### config.mk
export PLATFORM = sky130hd
export DESIGN_NAME = rr_mux_sched_flat
export DESIGN_NICKNAME = d
export VERILOG_FILES = /design/src/rtl/rr_mux_sched_if.sv /design/src/rtl/rr_mux_sched.sv /design/src/flat_wrapper.sv
export SDC_FILE = /design/constraint.sdc
export NUM_CORES = 1
export LEC_CHECK = 0
export ABC_AREA = 1
export CORE_ASPECT_RATIO = 0.9
export CORE_MARGIN = 5
export CORE_UTILIZATION = 48
export DETAILED_ROUTE_END_ITERATION = 10
export PLACE_DENSITY = 0.85
export SYNTH_ARGS = -nofsm -noshare
export SYNTH_HDL_FRONTEND = slang
export SYNTH_SLANG_ARGS = --single-unit
### constraint.sdc
create_clock -name clk -period 4.41 [get_ports clk]
set_input_delay 0.441 -clock clk [delete_from_list [all_inputs] [get_ports clk]]
set_output_delay 0.441 -clock clk [all_outputs]
set_load 0.01 [all_outputs]
### src/rtl/rr_mux_sched_if.sv
// Requester/consumer bundle for the round-robin mux scheduler.
interface rr_mux_sched_if #(
  parameter int unsigned DATA_W = 8
);
  logic [3:0]          req;
  logic [4*DATA_W-1:0] data_i;
  logic                out_ready;
  logic [3:0]          gnt;
  logic [1:0]          sel;
  logic                out_valid;
  logic [DATA_W-1:0]   out_data;
  logic [1:0]          out_src;
  logic                busy;

  modport master (
    output req, data_i, out_ready,
    input  gnt, sel, out_valid, out_data, out_src, busy
  );

  modport slave (
    input  req, data_i, out_ready,
    output gnt, sel, out_valid, out_data, out_src, busy
  );
endinterface

### src/rtl/rr_mux_sched.sv
// Round-robin scheduler driving a registered 4:1 source mux; up to BURST_LEN
// beats per grant, presented downstream on a valid/ready output register.
module rr_mux_sched #(
  parameter int unsigned DATA_W    = 8,
  parameter int unsigned BURST_LEN = 4
) (
  input  logic           clk,
  input  logic           rst_b,
  rr_mux_sched_if.slave  bus
);
  localparam int unsigned CNT_W = $clog2(BURST_LEN + 1);

  typedef enum logic {IDLE, XFER} state_e;

  state_e              state_q, state_d;
  logic [3:0]          gnt_q, gnt_d;
  logic [1:0]          sel_q, sel_d;
  logic [1:0]          last_q, last_d;
  logic [CNT_W-1:0]    cnt_q, cnt_d;
  logic                out_valid_q, out_valid_d;
  logic [DATA_W-1:0]   out_data_q, out_data_d;
  logic [1:0]          out_src_q, out_src_d;

  logic                found;
  logic [1:0]          win;
  logic [1:0]          idx;
  logic                can_load;
  logic                capture;
  logic [CNT_W-1:0]    cnt_inc;

  always_ff @(posedge clk or negedge rst_b) begin
    if (!rst_b) begin
      state_q     <= IDLE;
      gnt_q       <= '0;
      sel_q       <= '0;
      last_q      <= 2'd3;
      cnt_q       <= '0;
      out_valid_q <= 1'b0;
      out_data_q  <= '0;
      out_src_q   <= '0;
    end else begin
      state_q     <= state_d;
      gnt_q       <= gnt_d;
      sel_q       <= sel_d;
      last_q      <= last_d;
      cnt_q       <= cnt_d;
      out_valid_q <= out_valid_d;
      out_data_q  <= out_data_d;
      out_src_q   <= out_src_d;
    end
  end

  always_comb begin
    state_d     = state_q;
    gnt_d       = gnt_q;
    sel_d       = sel_q;
    last_d      = last_q;
    cnt_d       = cnt_q;
    out_valid_d = out_valid_q;
    out_data_d  = out_data_q;
    out_src_d   = out_src_q;
    found       = 1'b0;
    win         = '0;
    idx         = '0;
    can_load    = !out_valid_q || bus.out_ready;
    capture     = 1'b0;
    cnt_inc     = cnt_q + CNT_W'(1);

    // Output register drains whenever the consumer takes the beat.
    if (out_valid_q && bus.out_ready) begin
      out_valid_d = 1'b0;
    end

    case (state_q)
      IDLE: begin
        gnt_d = '0;
        // Rotating priority starting just after the previous winner.
        for (int k = 1; k <= 4; k++) begin
          idx = last_q + 2'(k);
          if (!found && bus.req[idx]) begin
            found = 1'b1;
            win   = idx;
          end
        end
        if (found) begin
          state_d = XFER;
          gnt_d   = 4'b0001 << win;
          sel_d   = win;
          last_d  = win;
          cnt_d   = '0;
        end
      end
      XFER: begin
        capture = bus.req[sel_q] && can_load;
        if (capture) begin
          out_data_d  = bus.data_i[sel_q*DATA_W +: DATA_W];
          out_src_d   = sel_q;
          out_valid_d = 1'b1;
          cnt_d       = cnt_inc;
          if (cnt_inc == CNT_W'(BURST_LEN)) begin
            state_d = IDLE;
            gnt_d   = '0;
            cnt_d   = '0;
          end
        end else if (!bus.req[sel_q]) begin
          state_d = IDLE;
          gnt_d   = '0;
          cnt_d   = '0;
        end
      end
      default: begin
        state_d = IDLE;
        gnt_d   = '0;
      end
    endcase
  end

  assign bus.gnt       = gnt_q;
  assign bus.sel       = sel_q;
  assign bus.out_valid = out_valid_q;
  assign bus.out_data  = out_data_q;
  assign bus.out_src   = out_src_q;
  assign bus.busy      = (state_q == XFER);
endmodule

### src/flat_wrapper.sv
// flat-port wrapper written by rule: the top's interface ports become plain ports
module rr_mux_sched_flat 
#(
  parameter int unsigned DATA_W    = 8,
  parameter int unsigned BURST_LEN = 4
)
  (clk, rst_b, bus_req, bus_data_i, bus_out_ready, bus_gnt, bus_sel, bus_out_valid, bus_out_data, bus_out_src, bus_busy);
  rr_mux_sched_if #(.DATA_W(DATA_W)) bus_i ();
  input  logic clk;
  input  logic rst_b;
  input wire logic [$bits(bus_i.req)-1:0] bus_req;
  input wire logic [$bits(bus_i.data_i)-1:0] bus_data_i;
  input wire logic [$bits(bus_i.out_ready)-1:0] bus_out_ready;
  output wire logic [$bits(bus_i.gnt)-1:0] bus_gnt;
  output wire logic [$bits(bus_i.sel)-1:0] bus_sel;
  output wire logic [$bits(bus_i.out_valid)-1:0] bus_out_valid;
  output wire logic [$bits(bus_i.out_data)-1:0] bus_out_data;
  output wire logic [$bits(bus_i.out_src)-1:0] bus_out_src;
  output wire logic [$bits(bus_i.busy)-1:0] bus_busy;
  assign bus_i.req = bus_req;
  assign bus_i.data_i = bus_data_i;
  assign bus_i.out_ready = bus_out_ready;
  assign bus_gnt = bus_i.gnt;
  assign bus_sel = bus_i.sel;
  assign bus_out_valid = bus_i.out_valid;
  assign bus_out_data = bus_i.out_data;
  assign bus_out_src = bus_i.out_src;
  assign bus_busy = bus_i.busy;
  rr_mux_sched #(.DATA_W(DATA_W), .BURST_LEN(BURST_LEN)) u_core (.clk(clk), .rst_b(rst_b), .bus(bus_i));
endmodule
## Word level (Yosys, flattened, before mapping)

Index checks and enable logic that the tools add are counted.

- Mux-type cells: 41
- Reductions and logical operators: 14
- Shift-type cells: 2
- Order comparisons: 5
- Equal/unequal tests: 4
- Divide/modulo/power cells: 0
- $add $sub $neg: 4
- $mul: 0
- Bitwise operators: 1

Operator list:

| operator | number |
|---|---|
| 32-bit by 6-bit indexed part select with 8-bit output | 1 |
| 1-bit 2-to-1 mux | 20 |
| 4-bit 2-to-1 mux | 4 |
| 2-bit by 3-bit less-than comparator with 1-bit output (second input constant) | 5 |
| 3-bit 2-to-1 mux | 4 |
| 1-bit binary-select mux with 2-bit select | 5 |
| 2-bit 2-to-1 mux | 5 |
| 4-bit case mux with 2 select lines | 1 |
| 2-bit AND reduction | 4 |
| 3-bit inequality test (second input constant) | 2 |
| 3-bit case mux with 2 select lines | 1 |
| 1-bit logical AND | 5 |
| 2-bit adder (second input constant) | 2 |
| 1-bit logical NOT | 4 |
| 1-bit by 2-bit << shifter with 4-bit output (first input constant) | 1 |
| 3-bit by 1-bit adder with 3-bit output (second input constant) | 1 |
| 3-bit equality test (second input constant) | 1 |
| 2-bit by 1-bit adder with 2-bit output (second input constant) | 1 |
| 2-bit by 1-bit inequality test with 1-bit output (second input constant) | 1 |
| 1-bit case mux with 2 select lines | 1 |
| 1-bit logical OR | 1 |
| 1-bit NOT | 1 |

- Memories: 0
- Memory bits (writable): 0
- Bits in latches: 0
- Memory bits (read-only): 0
- Flip-flop bits (word level): 23
- Output and inout port bits: 18
- Bits of input ports: 39

## Depth between registers and ports, before layout

Gate-level depths: netlist (run 1).

- Depth after elaboration: 20
- Gate-level depth with buffers: 13

## Worst setup path after synthesis (run 1)

OpenSTA, ideal clock, no wires.

- Path kind: reg2reg
- Start: reg u_core.last_q[0]
- End: reg u_core.sel_q[1] (netlist: u_core.bus.sel[1])
- Stages on the path, launching flop included: 13
- Period minus slack after synthesis: 1,521 ps
- Setup slack: 2,889 ps
- Path buffers: 1
- Arrival time: 1,393 ps
- Required time: 4,282 ps
- Cell sequence: dfstp_2 buf_6 inv_6 nand2_1 nand2_2 nand2_4 nand2_4 nor2_8 nand3_4 nand2_4 inv_4 nand2_1 o21ai_1

- Longest elaborated chain between the ends: 18
- Elaborated cells on any way between the ends: 31
- Those cells by class: 3 x add/sub; 21 x mux; 7 x reduce/logical

RTL lines:

| element | line | RTL |
|---|---|---|
| start: declaration | rr_mux_sched.sv:18 | `logic [1:0] last_q, last_d;` |
| start signal: assignment | rr_mux_sched.sv:45 | `last_q <= last_d;` |
| 2-bit by 1-bit adder with 2-bit output | rr_mux_sched.sv:79 | `idx = last_q + 2'(k);` |
| 1-bit binary-select mux with 2-bit select | rr_mux_sched.sv:80 | `if (!found && bus.req[idx]) begin` |
| 1-bit 2-to-1 mux (implied by the code) | rr_mux_sched.sv:80 |  |
| 1-bit 2-to-1 mux | rr_mux_sched.sv:80 |  |
| 1-bit 2-to-1 mux | rr_mux_sched.sv:74 | `case (state_q)` |
| 1-bit logical NOT | rr_mux_sched.sv:80 |  |
| 1-bit logical AND | rr_mux_sched.sv:80 |  |
| 1-bit 2-to-1 mux | rr_mux_sched.sv:80 |  |
| [2 not listed] | - |  |
| 1-bit logical AND | rr_mux_sched.sv:80 |  |
| 1-bit 2-to-1 mux | rr_mux_sched.sv:80 |  |
| 1-bit 2-to-1 mux | rr_mux_sched.sv:74 |  |
| 1-bit logical NOT | rr_mux_sched.sv:80 |  |
| 1-bit logical AND | rr_mux_sched.sv:80 |  |
| 1-bit 2-to-1 mux | rr_mux_sched.sv:80 |  |
| 1-bit 2-to-1 mux | rr_mux_sched.sv:74 |  |
| 2-bit AND reduction (no line) | - |  |
| end signal: assignment | rr_mux_sched.sv:44 | `sel_q <= sel_d;` |
| end: declaration | rr_mux_sched.sv:17 | `logic [1:0] sel_q, sel_d;` |

Several ways; a longest one is shown, not always the timed one. The select of a mux whose other input is x is not followed.
A chain may end at the register's enable or synchronous reset.

## Final worst setup path (run 1)

- Start: reg u_core.sel_q[0] (netlist: u_core.bus.sel[0])
- End: reg u_core.out_data_q[0] (netlist: u_core.bus.out_data[0])

- Longest elaborated chain between the ends: 4
- Elaborated cells on any way between the ends: 5
- Those cells by class: 1 x shift; 2 x mux; 2 x reduce/logical

RTL lines:

| element | line | RTL |
|---|---|---|
| branches (longest 4 deep; another with 32-bit by 6-bit indexed part select with 8-bit output) | - |  |
| end signal: assignment | rr_mux_sched.sv:48 | `out_data_q <= out_data_d;` |
| end: declaration | rr_mux_sched.sv:21 | `logic [DATA_W-1:0] out_data_q, out_data_d;` |

Parallel ways; which one is timed is not known. The select of a mux whose other input is x is not followed.

==> results.yml, run 1 <==
sta:
  max_freq_mhz: 444
  tightest_slew_ps: 983
  final-setup-viol-count: 0
  rsz0062_at_grt: "no"
  fin_crit_sh: 0.511
  fin_skew_ps: 6.14
  slew_viol_final: 0
  setup_tns_ps: 0
  finalHoldViolations: 0
  slew_headroom: 0.343
  period_minus_slack_ps: 2250
cells_and_area:
  fillCellCount: 264
  nets: 308
  syn_to_final_growth_pct: 37.6
  diodes: 0
  drive_above_1_share: 0.120
  stdcell_area_um2: 2140
  multi_input_area_um2: 832
  seq_area_um2: 578
synth:
  ys_async_sr_fraction: 1.00
  yosys_register_bits: 23
  synth_cells: 214
  synth-seq-area-share: 0.372
  syn_area_um2: 1560
  yosysWarnings: 0
  synth_area_per_cell_um2: 7.27
  ys.flop_type: "dfrtp_1"
  synth_edf_count: 0
  syn_nets: 255
  ys_types: 29
placed_design:
  place_congestion: 0.835
  port-buffer-count: 56
  dp_hpwl_mm: 3.05
  placedInstanceArea_um2: 2110
min_path:
  min_path_type: "reg -> reg"
worst_setup_path:
  critical_path_class: "reg -> reg"
  worstPathRequired_ps: 4660
  start_kind: "flop"
  cp.buffers_inverters: 2
  cp-end-kind: "flop"
  critPathMaxFanout: 20
  cpMaxStageDelayCell: "dfrtp_1"
  crit_family: "flip-flops"
  cp_cell_sequence: "inv_1 -> a21oi_1 -> o21ai_1 -> nand2_2 -> nand3_4 -> inv_2 -> nand2_1 -> nand2_1"
  arrival_ps: 2500
  crit_top_cell: "nand2_1"
  max_stage_delay_ps: 740
clock_tree:
  cts_resized: 0
  clockRootBuffer: "clkbuf_4"
  postCtsSetupRepairBufs: 0
  cts_hold_buf: 0
  cts_tree: "built"
  numClockSinks: 23
  cts-htree-levels: 1
  numCtsBuffers: 3
  cts_buffer_depth: 2
  clk_latency_ps: 310
  path_clk_slew_ps: 120
route:
  dr.pass1.iters: 4
  drtAntennaViolNets: 0
  wire_per_inst_um: 12.3
  viasPerCell: 4.99
  vias: 1538
  wirelength_mm: 3.79
  drt_iter0_drc: 54
  post-route-drc-count: 0
status:
  status: "complete, no violations"
power_and_ir_drop:
  power.net_switching_uw: 700
  p_int_uw: 719
  powerDensity_nw_per_um2: 663
  pwr-share-comb: 0.641
  power.leakage_nw: 1.02
  pwr-share-seq: 0.293
  clkPwrFrac: 0.066
  swShare: 0.493
  max-vdd-ir-drop_mv: 0.361
grt:
  antenna_found_initial: 0
  grt_pass1_vias: 1439
  grt_max_degree: 24
  grt_usage: 0.173
  gr-total-overflow: 0
  grt_pass1_wl_mm: 6.35
floorplan:
  die_h_um: 64
  ios: 57
  die_w_um: 70
  fp.dieArea_um2: 4480
  rows: 19
  core_area_um2: 3090
  initial_core_util: 0.503
run:
  maxCapViolCount: 0
[layout by cell type (no fill, tap or decap)]
master / Yosys / layout
a21oi_1: 2 / 2
a31oi_1: 1 / 1
clkbuf_1: 2 / 1
clkbuf_4: 0 / 3
clkdlybuf4s50_1: 0 / 56
clkinv_1: 1 / 1
dfrtp_1: 21 / 21
dfstp_2: 2 / 2
ha_1: 2 / 2
inv_1: 14 / 14
inv_2: 5 / 5
inv_4: 1 / 1
inv_6: 1 / 1
nand2_1: 64 / 64
nand2_2: 10 / 10
nand2_4: 5 / 5
nand3_1: 8 / 8
nand3_2: 2 / 2
nand3_4: 2 / 2
nand4_1: 3 / 3
nor2_1: 23 / 23
nor2_8: 1 / 1
o21ai_0: 20 / 20
o21ai_1: 6 / 6
o21bai_1: 1 / 1
o22ai_1: 8 / 8
o31ai_1: 2 / 2
xnor2_1: 1 / 1
[layer usage]
metal  wire length, um  part of all wire  vias to the layer above  track usage
met5                 0                 0                        -            0
met4                26            0.0069                        0       0.0359
met3               426              0.11                        4       0.0737
met2              1640              0.43                       60        0.288
met1              1700              0.45                      683        0.212
li1                  -                 -                      791            -
[cell usage after synthesis (3+ instances only)]
| library cell | number | area share |
|---|---|---|
| dfrtp_1 | 21 | 0.34 |
| nand3_1 | 8 | 0.026 |
| nand2_1 | 64 | 0.15 |
| o21ai_1 | 6 | 0.019 |
| o22ai_1 | 8 | 0.032 |
| inv_1 | 14 | 0.034 |
| nand2_4 | 5 | 0.036 |
| inv_2 | 5 | 0.012 |
| nor2_1 | 23 | 0.056 |
| o21ai_0 | 20 | 0.064 |
| nand2_2 | 10 | 0.040 |
| nand4_1 | 3 | 0.012 |
[sequential cells by signal (all words and copies together) (netlist names)]
signal	flops
u_core.cnt_q	3
u_core.bus.sel	2
u_core.bus.gnt	4
u_core.bus.out_valid	1
u_core.bus.out_src	2
u_core.bus.out_data	8
u_core.last_q	2
u_core.bus.busy	1
[cell type report]
class	instances	share of cell area
inverters	22	0.0421
clock buffers	4	0.0123
multi-input cells	161	0.389
repair buffers	56	0.262
well taps	42	0.0246
flip-flops and latches	23	0.270
[through the flow]
stage | setup WS, ps | power [mW] | util | hold WS [ps] | std cells
global placement | 2250 | 1.31 | 0.684 | 463 | 304
CTS | 2190 | 1.43 | 0.692 | 499 | 308
detailed placement | 2220 | 1.33 | 0.684 | 471 | 304
finish | 2160 | 1.42 | 0.692 | 491 | 308
global route | 1930 | 1.55 | 0.692 | 516 | 308
floorplan | 2890 | 1.06 | - | 145 | 214
[final timing paths]
check	from	end	slack [ps]	cells after the start
worst max-delay path	u_core.bus.sel[0]$_DFFE_PN0P_	u_core.bus.out_data[0]$_DFFE_PN0P_	2160	8
worst min-delay path	u_core.bus.gnt[3]$_DFFE_PN0P_	u_core.bus.gnt[3]$_DFFE_PN0P_	490	2
worst max register to register	u_core.bus.sel[0]$_DFFE_PN0P_	u_core.bus.out_data[0]$_DFFE_PN0P_	2160	8
worst min register to register	u_core.bus.gnt[3]$_DFFE_PN0P_	u_core.bus.gnt[3]$_DFFE_PN0P_	490	2
max in group asynchronous	rst_b	u_core.bus.out_data[1]$_DFFE_PN0P_	3150	1
min in group asynchronous	rst_b	u_core.bus.gnt[2]$_DFFE_PN0P_	660	1
[logic make-up after synthesis]
| family | after synthesis | synth area share |
|---|---|---|
| buffers and inverters | 30 | 0.0933 |
| DFF | 23 | 0.372 |
| xor gates and xnor gates | 1 | 0.00563 |
| AOI/OAI and AO/OA | 40 | 0.141 |
| and+or+nand+nor | 118 | 0.372 |
| adders and majority gates | 2 | 0.0161 |
[worst reg2reg max path, stage by stage (launching register included)]
cell and delay [ps]:
dfrtp_1 740, inv_1 440, a21oi_1 240, o21ai_1 100, nand2_2 150, nand3_4 190, inv_2 190, nand2_1 90
nand2_1 60
[power by group through the flow]
stage          combinational (mW)  sequential (mW)  clock [mW]
2_1_floorplan               0.659            0.397           0
3_3_place_gp                0.894            0.419           0
3_5_place_dp                0.914            0.418           0
4_1_cts                     0.917            0.414      0.0961
5_1_grt                      1.02            0.430       0.104
6_report                    0.910            0.416      0.0940
(Power assumes the default switching activity.)
==> run 2: changes to the inputs <==
--- a/config.mk
+++ b/config.mk
@@ -8,9 +8,9 @@
 export ABC_AREA = 1
 export CORE_ASPECT_RATIO = 0.9
 export CORE_MARGIN = 5
-export CORE_UTILIZATION = 48
+export CORE_UTILIZATION = 44
 export DETAILED_ROUTE_END_ITERATION = 10
-export PLACE_DENSITY = 0.85
+export PLACE_DENSITY = 0.79
 export SYNTH_ARGS = -nofsm -noshare
 export SYNTH_HDL_FRONTEND = slang
 export SYNTH_SLANG_ARGS = --single-unit
==> constraint.sdc (replaced) <==
create_clock -name clk -period 2.1 [get_ports clk]
set_input_delay 0.21 -clock clk [delete_from_list [all_inputs] [get_ports clk]]
set_output_delay 0.21 -clock clk [all_outputs]
set_load 0.01 [all_outputs]
==> run 2 against run 1 <==
Wire length rose by 3.2%. Clock-buffer cell count fell by 1. Core utilization decreased by 4.8 points. Final area up 2.5%. Via count grew 1.0%.
==> results.yml, run 2 (synthesis gave the netlist of run 1 again) <==
route:
  wire_per_inst_um: 12.5
  viasPerCell: 4.95
  vias: 1554
  wirelength_mm: 3.92
  drtAntennaViolNets: 0
  post-route-drc-count: 0
  drt_iter0_drc: 57
  dr.pass1.iters: 4
grt:
  grt_max_degree: 24
  grt_pass1_vias: 1561
  antenna_found_initial: 0
  grt_pass1_wl_mm: 6.76
  gr-total-overflow: 0
  grt_usage: 0.178
cells_and_area:
  diodes: 0
  layout_commonest_cell: "nand2_1"
  nets: 312
  stdcell_area_um2: 2190
  largest_register_ffs: 8
  drive_above_1_share: 0.137
  final_cell_mix: "nand2_1, clkdlybuf4s50_1, nor2_1, dfrtp_1, o21ai_0"
  syn_to_final_growth_pct: 40.9
worst_setup_path:
  arrival_ps: 1850
  cpMaxStageDelayCell: "dfstp_2"
  crit_family: "flip-flops"
  critical_path_class: "reg -> reg"
  max_stage_delay_ps: 690
  cp-end-kind: "flop"
  cp.buffers_inverters: 2
  start_kind: "flop"
  cp_cell_sequence: "inv_6 -> nand2_1 -> nand2_1 -> nand2_1 -> nand2_2 -> nor2_8 -> nand3_4 -> nand2_4 -> inv_4 -> nand2_1 -> o21ai_1"
  worstPathRequired_ps: 2250
  crit_top_cell: "nand2_1"
  critPathMaxFanout: 10
clock_tree:
  postCtsSetupRepairBufs: 0
  cts_tree: "built"
  cts_buffer_depth: 2
  path_clk_slew_ps: 80
  cts_resized: 0
  clockRootBuffer: "clkbuf_8"
  numCtsBuffers: 3
  numClockSinks: 23
  cts-htree-levels: 1
  clk_latency_ps: 260
  cts_hold_buf: 0
sta:
  finalHoldViolations: 0
  period_minus_slack_ps: 1710
  slew_viol_final: 0
  slew_headroom: 0.747
  rsz0062_at_grt: "no"
  fin_crit_sh: 0.812
  max_freq_mhz: 586
  setup_tns_ps: 0
  tightest_slew_ps: 379
  final-setup-viol-count: 0
  fin_skew_ps: 3.85
floorplan:
  ios: 57
  initial_core_util: 0.457
  rows: 20
  die_w_um: 72.7
  fp.dieArea_um2: 4830
  die_h_um: 66.4
  core_area_um2: 3400
power_and_ir_drop:
  max-vdd-ir-drop_mv: 0.713
  total_power_mw: 3.10
  powerDensity_nw_per_um2: 1410
  power.leakage_nw: 1.05
placed_design:
  placedInstanceArea_um2: 2150
  place_congestion: 0.762
  port-buffer-count: 56
  dp_hpwl_mm: 3.12
status:
  status: "complete, no violations"
min_path:
  min_path_type: "in -> async"
run:
  maxCapViolCount: 0
[run 2: final timing paths]
check,startpoint,to,slack (ps),depth (start not counted)
max,u_core.last_q[0]$_DFFE_PN1P_,u_core.bus.sel[0]$_DFFE_PN0P_,390,11
min,rst_b,u_core.cnt_q[0]$_DFFE_PN0P_,300,2
max reg2reg,u_core.last_q[0]$_DFFE_PN1P_,u_core.bus.sel[0]$_DFFE_PN0P_,390,11
min reg2reg,u_core.bus.gnt[2]$_DFFE_PN0P_,u_core.bus.gnt[2]$_DFFE_PN0P_,490,2
max in group asynchronous,rst_b,u_core.last_q[0]$_DFFE_PN1P_,1520,2
min in group clk,u_core.bus.gnt[2]$_DFFE_PN0P_,u_core.bus.gnt[2]$_DFFE_PN0P_,490,2
[run 2: cell type report]
type / instances / area [um^2]
clock buffers: 3 / 41.3
fillers: 337 / 1210
multi-input cells: 161 / 832
well taps: 44 / 55.1
flip-flops and latches: 23 / 578
inverters: 22 / 90.1
repair buffers: 60 / 591
clock inverters: 1 / 5.00
[run 2: metrics by stage]
step                      hold WS [ps]  instances   util  worst slack, ps
after floorplan                  -85.6        214      -              579
after global placement             464        310  0.631              396
after detailed placement           470        310  0.631              363
after CTS                          309        314  0.644              402
after global routing               318        314  0.644              248
final                              301        314  0.644              394
[run 2: per-layer routing]
layer	up-vias	global-route usage	part of all wire	wire (um)
li1	798	-	-	-
met1	700	0.212	0.44	1740
met2	49	0.301	0.45	1740
met3	7	0.0593	0.097	378
met4	0	0.0576	0.014	56
met5	-	0	0	0
[run 2: power by group]
| part | switching (mW) | internal [mW] |
|---|---|---|
| sequential | 0.211 | 0.650 |
| clock | 0.137 | 0.132 |
| combinational | 1.14 | 0.822 |
| total | 1.49 | 1.60 |
==> run 3: changes to the inputs <==
==> constraint.sdc (replaced) <==
create_clock -name clk -period 1.7 [get_ports clk]
set_input_delay 0.17 -clock clk [delete_from_list [all_inputs] [get_ports clk]]
set_output_delay 0.17 -clock clk [all_outputs]
set_load 0.01 [all_outputs]
==> run 3 against run 2 <==
Critical path type unchanged. Hold slack got worse by 48 ps. Sequential share of layout area fell by 1.7 points. Sequential cell count did not move. The run now ends with setup timing left. Critical path depth rose by 1.
==> results.yml, run 3 (synthesis gave the netlist of run 1 again) <==
floorplan:
  rows: 20
  core_area_um2: 3400
  ios: 57
  initial_core_util: 0.457
  die_h_um: 66.4
  die_w_um: 72.7
  fp.dieArea_um2: 4830
sta:
  tightest_slew_ps: 285
  fin_hold_ws_ps: 253
  slew_headroom: 0.810
  period_minus_slack_ps: 1710
  max_freq_mhz: 586
  fin_skew_ps: 5.31
  final-setup-viol-count: 2
  fin_crit_sh: 1.00
  fin_ws_ps: -6.65
  finalHoldViolations: 0
  slew_viol_final: 0
  rsz0062_at_grt: "yes"
worst_setup_path:
  cp-endpoint: "u_core.bus.sel[1]$_DFFE_PN0P_"
  cp-startpoint: "u_core.last_q[0]$_DFFE_PN1P_"
  rr_worst_depth: 12
  r2r-start: "u_core.last_q[0]$_DFFE_PN1P_"
  rr_endpoint: "u_core.bus.sel[1]$_DFFE_PN0P_"
  cp.depth: 12
  worstPathRequired_ps: 1850
  arrival_ps: 1860
  cp.buffers_inverters: 3
  crit_top_cell: "nand2_2"
  ff2ff_setup_slack_ps: -7
  cpMaxStageDelayCell: "dfstp_2"
  max_stage_delay_ps: 580
  crit_family: "simple AND/OR/NAND/NOR gates"
  cp_cell_sequence: "buf_12 -> inv_8 -> nand2_2 -> nand2_2 -> nand2_1 -> nand2_2 -> nor2_8 -> nand3_4 -> nand2_4 -> inv_6 -> nand2_4 -> o21ai_2"
  start_kind: "flop"
  cp-end-kind: "flop"
  critPathMaxFanout: 10
  critical_path_class: "reg -> reg"
cells_and_area:
  stdcell_area_um2: 2340
  layout_commonest_cell: "nand2_1"
  multi_input_area_um2: 902
  fillCellCount: 281
  drive_above_1_share: 0.192
  seq_area_um2: 578
  nets: 318
  syn_to_final_growth_pct: 50.4
  utilization: 0.688
  diodes: 0
  final_cell_mix: "nand2_1, clkdlybuf4s50_1, nor2_1, dfrtp_1, o21ai_0"
  largest_register_ffs: 8
run:
  maxCapViolCount: 0
placed_design:
  placedInstanceArea_um2: 2160
  port-buffer-count: 56
  place_congestion: 0.885
  dp_hpwl_mm: 3.31
grt:
  antenna_found_initial: 0
  grt_max_degree: 24
  grt_pass1_vias: 1486
  grt_usage: 0.175
  grt_pass1_wl_mm: 6.64
  gr-total-overflow: 0
clock_tree:
  cts-htree-levels: 1
  clk_latency_ps: 260
  clockRootBuffer: "clkbuf_8"
  path_clk_slew_ps: 80
  cts_hold_buf: 0
  cts_buffer_depth: 2
  numClockSinks: 23
  cts_tree: "built"
  numCtsBuffers: 3
route:
  drt_iter0_drc: 80
  drtAntennaViolNets: 0
  wire_per_inst_um: 13.8
  viasPerCell: 5.06
  vias: 1619
  dr.pass1.iters: 4
  post-route-drc-count: 0
  wirelength_mm: 4.42
power_and_ir_drop:
  power.net_switching_mw: 2.06
  swShare: 0.486
  pwr-share-comb: 0.684
  max-vdd-ir-drop_mv: 0.979
  clkPwrFrac: 0.079
  p_int_mw: 2.18
  powerDensity_nw_per_um2: 1820
  power.leakage_nw: 1.12
  pwr-share-seq: 0.237
min_path:
  min_path_type: "in -> async"
status:
  violations: "setup timing"
  status: "complete, but fails checks"
run 3: power groups by stage:
stage | registers [mW] | logic (mW) | clock network, mW
after global placement | 1.03 | 2.47 | 0
after floorplan | 1.03 | 1.71 | 0
after global routing | 1.04 | 3.20 | 0.371
final | 1.01 | 2.91 | 0.336
after CTS | 1.03 | 2.52 | 0.339
after detailed placement | 1.03 | 2.51 | 0
run 3: through the flow:
step / setup WS (ps) / std cells / power, mW / setup TNS [ps]
after floorplan: 179 / 214 / 2.74 / 0
after global placement: 22.9 / 312 / 3.50 / 0
after detailed placement: -13.7 / 312 / 3.55 / -51.2
after CTS: 38.3 / 316 / 3.89 / 0
after global routing: -85.0 / 320 / 4.62 / -564
final: -6.65 / 320 / 4.25 / -10.1
run 3: what timing repair did:
action,CTS,global route
setup buffers,0,4
endpoints found under the hold margin,0,0
gates resized for setup,0,23
setup endpoints to repair,0,11
run 3: worst min path at each step:
| stage | startpoint | endpoint | depth (start not counted) |
|---|---|---|---|
| after global routing | rst_b | u_core.bus.gnt[2]$_DFFE_PN0P_ | 2 |
| after CTS | rst_b | u_core.bus.gnt[2]$_DFFE_PN0P_ | 2 |
| final | rst_b | u_core.bus.gnt[3]$_DFFE_PN0P_ | 2 |
| after floorplan | rst_b | u_core.bus.busy$_DFF_PN0_ | 0 |
| after global placement | u_core.bus.out_data[6]$_DFFE_PN0P_ | u_core.bus.out_data[6]$_DFFE_PN0P_ | 2 |
| after detailed placement | u_core.bus.out_data[4]$_DFFE_PN0P_ | u_core.bus.out_data[4]$_DFFE_PN0P_ | 2 |
run 3: layout make-up:
type,instances,share of cell area
clock buffers,3,0.0176
repair buffers,66,0.282
multi-input cells,161,0.386
flip-flops and latches,23,0.247
well taps,44,0.0235
clock inverters,1,0.00214
inverters,22,0.0417
run 3: metal layers:
layer	vias to the layer above	track usage	share of wire
met3	6	0.0669	0.095
met4	0	0.0207	0.012
met2	65	0.297	0.48
li1	811	-	-
met1	737	0.217	0.41
met5	-	0	0
